<file path="src/rtl/femto_tick_gen.sv">
`default_nettype none
// ============================================================================
// femto_tick_gen : multi-channel phase-accumulator tick/enable generator
// Define FEMTO_TICK_SQUARE_EN to build the per-channel square-wave outputs.
// Revision: 1.0
// ============================================================================
module femto_tick_gen #(
  parameter int CHANNELS    = 4,
  parameter int ACC_W       = 24,
  parameter int LOCK_CYCLES = 16
) (
  input  logic                clk,
  input  logic                reset,
  input  logic [CHANNELS-1:0] ch_en,
  input  logic                inc_we,
  input  logic [2:0]          inc_sel,
  input  logic [ACC_W-1:0]    inc_data,
  output logic [CHANNELS-1:0] tick,
  output logic [CHANNELS-1:0] square,
  output logic                locked
);

  localparam logic [0:0]  C_SETTLE    = 1'b0;
  localparam logic [0:0]  C_RUN       = 1'b1;
  localparam logic [15:0] C_LOCK_LAST = 16'(LOCK_CYCLES - 1);

  logic [0:0]                     state_q, state_d;
  logic [15:0]                    lock_cnt_q, lock_cnt_d;
  logic [CHANNELS-1:0][ACC_W-1:0] inc_q, inc_d;
  logic [CHANNELS-1:0][ACC_W-1:0] acc_q, acc_d;
  logic [CHANNELS-1:0]            tick_q, tick_d;
  logic [ACC_W:0]                 sum;

  always_ff @(posedge clk) begin
    if (reset) begin
      state_q    <= C_SETTLE;
      lock_cnt_q <= '0;
      inc_q      <= '0;
      acc_q      <= '0;
      tick_q     <= '0;
    end else begin
      state_q    <= state_d;
      lock_cnt_q <= lock_cnt_d;
      inc_q      <= inc_d;
      acc_q      <= acc_d;
      tick_q     <= tick_d;
    end
  end

  always_comb begin
    state_d    = state_q;
    lock_cnt_d = lock_cnt_q;
    case (state_q)
      C_SETTLE: begin
        lock_cnt_d = lock_cnt_q + 16'd1;
        if (lock_cnt_q == C_LOCK_LAST) begin
          state_d = C_RUN;
        end
      end
      C_RUN: begin
        lock_cnt_d = lock_cnt_q;
      end
      default: begin
        state_d = C_SETTLE;
      end
    endcase
  end

  always_comb begin
    locked = (state_q == C_RUN);
  end

  // Accumulation reads inc_q, so a same-edge write only takes effect next edge.
  always_comb begin
    inc_d  = inc_q;
    acc_d  = acc_q;
    tick_d = '0;
    sum    = '0;
    for (int c = 0; c < CHANNELS; c++) begin
      if (locked && ch_en[c]) begin
        sum       = {1'b0, acc_q[c]} + {1'b0, inc_q[c]};
        acc_d[c]  = sum[ACC_W-1:0];
        tick_d[c] = sum[ACC_W];
      end else begin
        acc_d[c] = '0;
      end
      if (inc_we && (inc_sel == 3'(c))) begin
        inc_d[c] = inc_data;
      end
    end
  end

  assign tick = tick_q;

`ifdef FEMTO_TICK_SQUARE_EN
  logic [CHANNELS-1:0] square_q, square_d;

  always_comb begin
    square_d = '0;
    for (int c = 0; c < CHANNELS; c++) begin
      square_d[c] = acc_d[c][ACC_W-1];
    end
  end

  always_ff @(posedge clk) begin
    if (reset) begin
      square_q <= '0;
    end else begin
      square_q <= square_d;
    end
  end

  assign square = square_q;
`else
  assign square = '0;
`endif

endmodule
`default_nettype wire

</file>
<file path="config.mk">
export PLATFORM = sky130hd
export DESIGN_NAME = femto_tick_gen
export DESIGN_NICKNAME = d
export VERILOG_FILES = /design/src/rtl/femto_tick_gen.sv
export SDC_FILE = /design/constraint.sdc
export NUM_CORES = 1
export LEC_CHECK = 0
export ABC_AREA = 1
export ABC_CLOCK_PERIOD_IN_PS = 1740
export CAP_MARGIN = 10
export CORE_MARGIN = 2
export CORE_UTILIZATION = 33
export CTS_CLUSTER_DIAMETER = 60
export DETAILED_ROUTE_END_ITERATION = 6
export PLACE_DENSITY = 0.46
export SLEW_MARGIN = 10
export SYNTH_ARGS = -nofsm -noshare
export SYNTH_HDL_FRONTEND = slang
export SYNTH_SLANG_ARGS = --single-unit
</file>
<file path="constraint.sdc">
create_clock -name clk -period 1.74 [get_ports clk]
set_input_delay 0.174 -clock clk [delete_from_list [all_inputs] [get_ports clk]]
set_output_delay 0.174 -clock clk [all_outputs]
set_load 0.05 [all_outputs]
</file>
==> impl_metrics.csv <==
group,metric,value,unit
status,outcome,"complete, no violations",
sta,relSlewSlack,66.0,%
synth,syn_avg_cell_area,6.21,um^2
placement,portBuffers,38,
power,ir_worst_vdd,0.000561,V
global_routing,grt_pass1_wl,65.0,mm
sta,fin_worst_skew,0.0212,ns
final_layout,fin_area,17600,um^2
final_layout,num_antenna_cells,0,
setup_path,required,2.20,ns
drt,drc_errors,0,
clock_tree,numCtsBuffers,30,
power,p_clk_share,52.8,%
placement,place.gp.congestion,0.863,
global_routing,grt_max_degree,48,
setup_path,crit_path_max_fanout,3,
clock_tree,clkTransAtPathRegs,0.06,ns
placement,dpl.hpwl,31.8,mm
global_routing,antenna_found_initial,0,
synth,synthArstFlopShare,0,%
synth,synth_ff_type,"dfxtp_1",
power,internal_power,9290,uW
setup_path,worstPathArrival,2.16,ns
clock_tree,cts_tree,"yes",
synth,yosysTopAreaCell,"dfxtp_1",
synth,yosysSeqAreaShare,30.8,%
final_layout,final_layout_size_suffix_gt1_share,18.2,%
sta,worstMarginPinSlew,0.513,ns
sta,setup_viol,0,
sta,fin_crit,1.70,ns
placement,placedCellCount,2835,
setup_path,crit_start,"inc_q[0]$_SDFFE_PP0P_",
setup_path,r2r_slack,0.04,ns
hold_path,hp-class,"input port to flip-flop",
setup_path,slowest_stage,"fa_2",
drt,via_per_inst,4.54,
drt,firstDrtPassIters,5,
setup_path,worstRegToRegCells,13,
job,max_cap_viol_count,0,
floorplanning,die_w,209,um
sta,fmax,588,MHz
setup_path,critPathMaxStageDelay,0.36,ns
synth,yosys_warnings,0,
synth,synth_edf_count,0,
setup_path,crit_type,"flip-flop to flip-flop",
hold_path,holdPathEnd,"acc_q[0]$_SDFF_PP0_",
placement,post-place-ws,-0.0833,ns
sta,maxSlewViolCount,0,
setup_path,critPathTopFamily,"simple AND/OR/NAND/NOR gates",
floorplanning,start_util,33.6,%
global_routing,grt.total_usage,18.6,%
global_routing,grt_overflow,0,
power,comb_power_share,5.7,%
setup_path,cp-end-kind,"flip-flop",
power,switchingPower,2910,uW
sta,whs,0.342,ns
drt,routedWlPerCell,14.3,um
clock_tree,clkLatencyLatePin,0.57,ns
synth,netlist_area,13800,um^2
drt,ant_nets,0,
clock_tree,cts-root-buf,"clkbuf_16",
global_routing,grt_pass1_vias,12373,
power,leakagePower,0.00862,uW
floorplanning,core.rowCount,74,
synth,syn_inst,2228,
setup_path,r2r-start,"inc_q[0]$_SDFFE_PP0P_",
sta,grt_setup_unrepaired,"yes",
setup_path,crit_path_start_kind,"flip-flop",
clock_tree,clockBufferDepth,3,
setup_path,r2r_end,"tick[0]$_SDFF_PP0_",
power,power_frac_seq,41.4,%
placement,place_area,15300,um^2
hold_path,holdPathStages,4,
synth,synthTopCellsByArea,"dfxtp_1 (31%), nand2_1 (18%), inv_1 (10%)",
floorplanning,die_area,43600,um^2
sta,min_period_over_period,97.7,%
final_layout,finalNetCount,2478,
synth,synth_cell_types,47,
clock_tree,cts_sinks,213,
setup_path,crit_path_frequent_cell,"nand2_2",
drt,routed_wl,41.3,mm
drt,vias,13155,
sta,setup_ws,0.0399,ns
setup_path,crit_buf_inv,1,
final_layout,fill_cells,4427,
sta,setup_tns,0,ns
power,p_per_area,694,nW/um^2
clock_tree,htree_levels,1,
synth,synth.top_cell.area_share,30.8,%
power,p_sw_share,23.8,%
final_layout,final_cell_count_no_fill,2896,
setup_path,worstPathCellList,"ha_4 > fa_2 > nand2_2 > nand2_2 > and2_4 > nand2_2 > nand2_2 > nand2_2 > nand2_2 > nand2_1 > nand2_1 > nand2_1 > inv_1",
drt,drt_iter0_drc,706,
floorplanning,core_area,41100,um^2
hold_path,hold_start,"ch_en[0]",
synth,ys_seq_elements,213,
sta,hold_violations,0,
floorplanning,ioPinCount,43,
floorplanning,die_h,209,um
final_layout,synthToLayoutAreaGrowth,27.1,%
-- state kept, by name, summed over array words and instances (netlist names) --
signal,cells
acc_q,96
locked,1
lock_cnt_q,16
inc_q,96
tick,4
-- power groups by stage --
stage	clock (uW)	combinational (uW)	sequential, uW
5_1_grt	6850	770	5060
3_5_place_dp	0	638	5140
2_1_floorplan	0	359	5100
6_report	6440	701	5060
4_1_cts	6610	642	5030
3_3_place_gp	0	635	5140
-- cell families after synthesis --
kind of cell             share of synthesized area [%]
buffers and inverters                             12.5
flip-flops                                        30.8
other                                           0.0271
XOR/XNOR                                         0.127
adder cells (fa/ha/maj)                           9.36
AND/OR/NAND/NOR                                   36.6
AO/OA/AOI/OAI                                     10.5
-- how the worst max path moves through the flow --
stage                                  end  slack, ns  cells past startpoint
detailed placement      tick[1]$_SDFF_PP0_      -0.08                     12
global route          acc_q[47]$_SDFF_PP0_      -0.07                     10
finish                  tick[0]$_SDFF_PP0_       0.04                     13
floorplan               tick[0]$_SDFF_PP0_       0.04                     13
CTS                   acc_q[17]$_SDFF_PP0_       0.01                      8
global placement    inc_q[94]$_SDFFE_PP0P_      -0.02                      8
-- layer usage --
layer	GRT usage (%)	vias to the layer above	part of all wire, %
met4	3.67	0	1.7
met5	0	-	0
met1	25.9	5856	51
met2	31.0	130	45
li1	-	7126	-
met3	2.40	43	2.5
-- worst register-to-register path, cell delays in order (launching register included) --
cell     delay, ns
dfxtp_2       0.33
ha_4          0.16
fa_2          0.36
nand2_2       0.08
nand2_2       0.05
and2_4        0.15
nand2_2       0.06
nand2_2       0.07
nand2_2       0.07
nand2_2       0.05
nand2_1       0.06
nand2_1       0.05
nand2_1       0.07
inv_1         0.04
-- stage by stage --
step	utilization [%]	power [uW]
floorplan	-	5460
global placement	37.2	5770
detailed placement	37.2	5770
CTS	39.8	12300
global route	42.8	12700
finish	42.8	12200
-- area by class of cell --
class                   count  area (um^2)  area share, %
multi-input cells        1587         9010           51.3
flip-flops and latches    213         4280           24.3
inverters                 391         1470           8.38
repair buffers            120         1110           6.33
clock buffers              40          860           4.89
well taps                 532          666           3.79
clock inverters            13          180           1.02
-- layout by cell type, fill, tap and decap left out, types with 44 or more instances in the layout --
cell type  instances
nand2_1          600
inv_1            367
buf_4             73
nand3_1           68
nor2_2            44
nor2_1           303
nand2_2           69
dfxtp_1          202
a21oi_1          114
ha_4              56
o21ai_0          108
-- synth_stat cells, types with 5 or more instances --
library cell  instances
inv_1               367
nor3_1               19
buf_2                11
dfxtp_1             213
nand3_1              78
inv_2                18
nand4_1              24
nand2_4               6
nor2_1              331
clkbuf_1             10
nor2_2               24
ha_1                 97
a21oi_2               5
nor2_4                6
nand2_1             659
o21ai_1              31
nand3_2               8
a21oi_1             128
o21ai_0             109
buf_4                 8
buf_6                 9
nand2_2              15
nand3b_1              8
-- timing repair --
action                     4_1_cts  5_1_grt
cloned                           0        0
pin swaps                        2       34
setup endpoints to repair       19       68
setup buffers                    1        7
hold buffers                     0        0
gates resized for setup         13      234
Note: power is estimated with default switching activity, not from simulation.
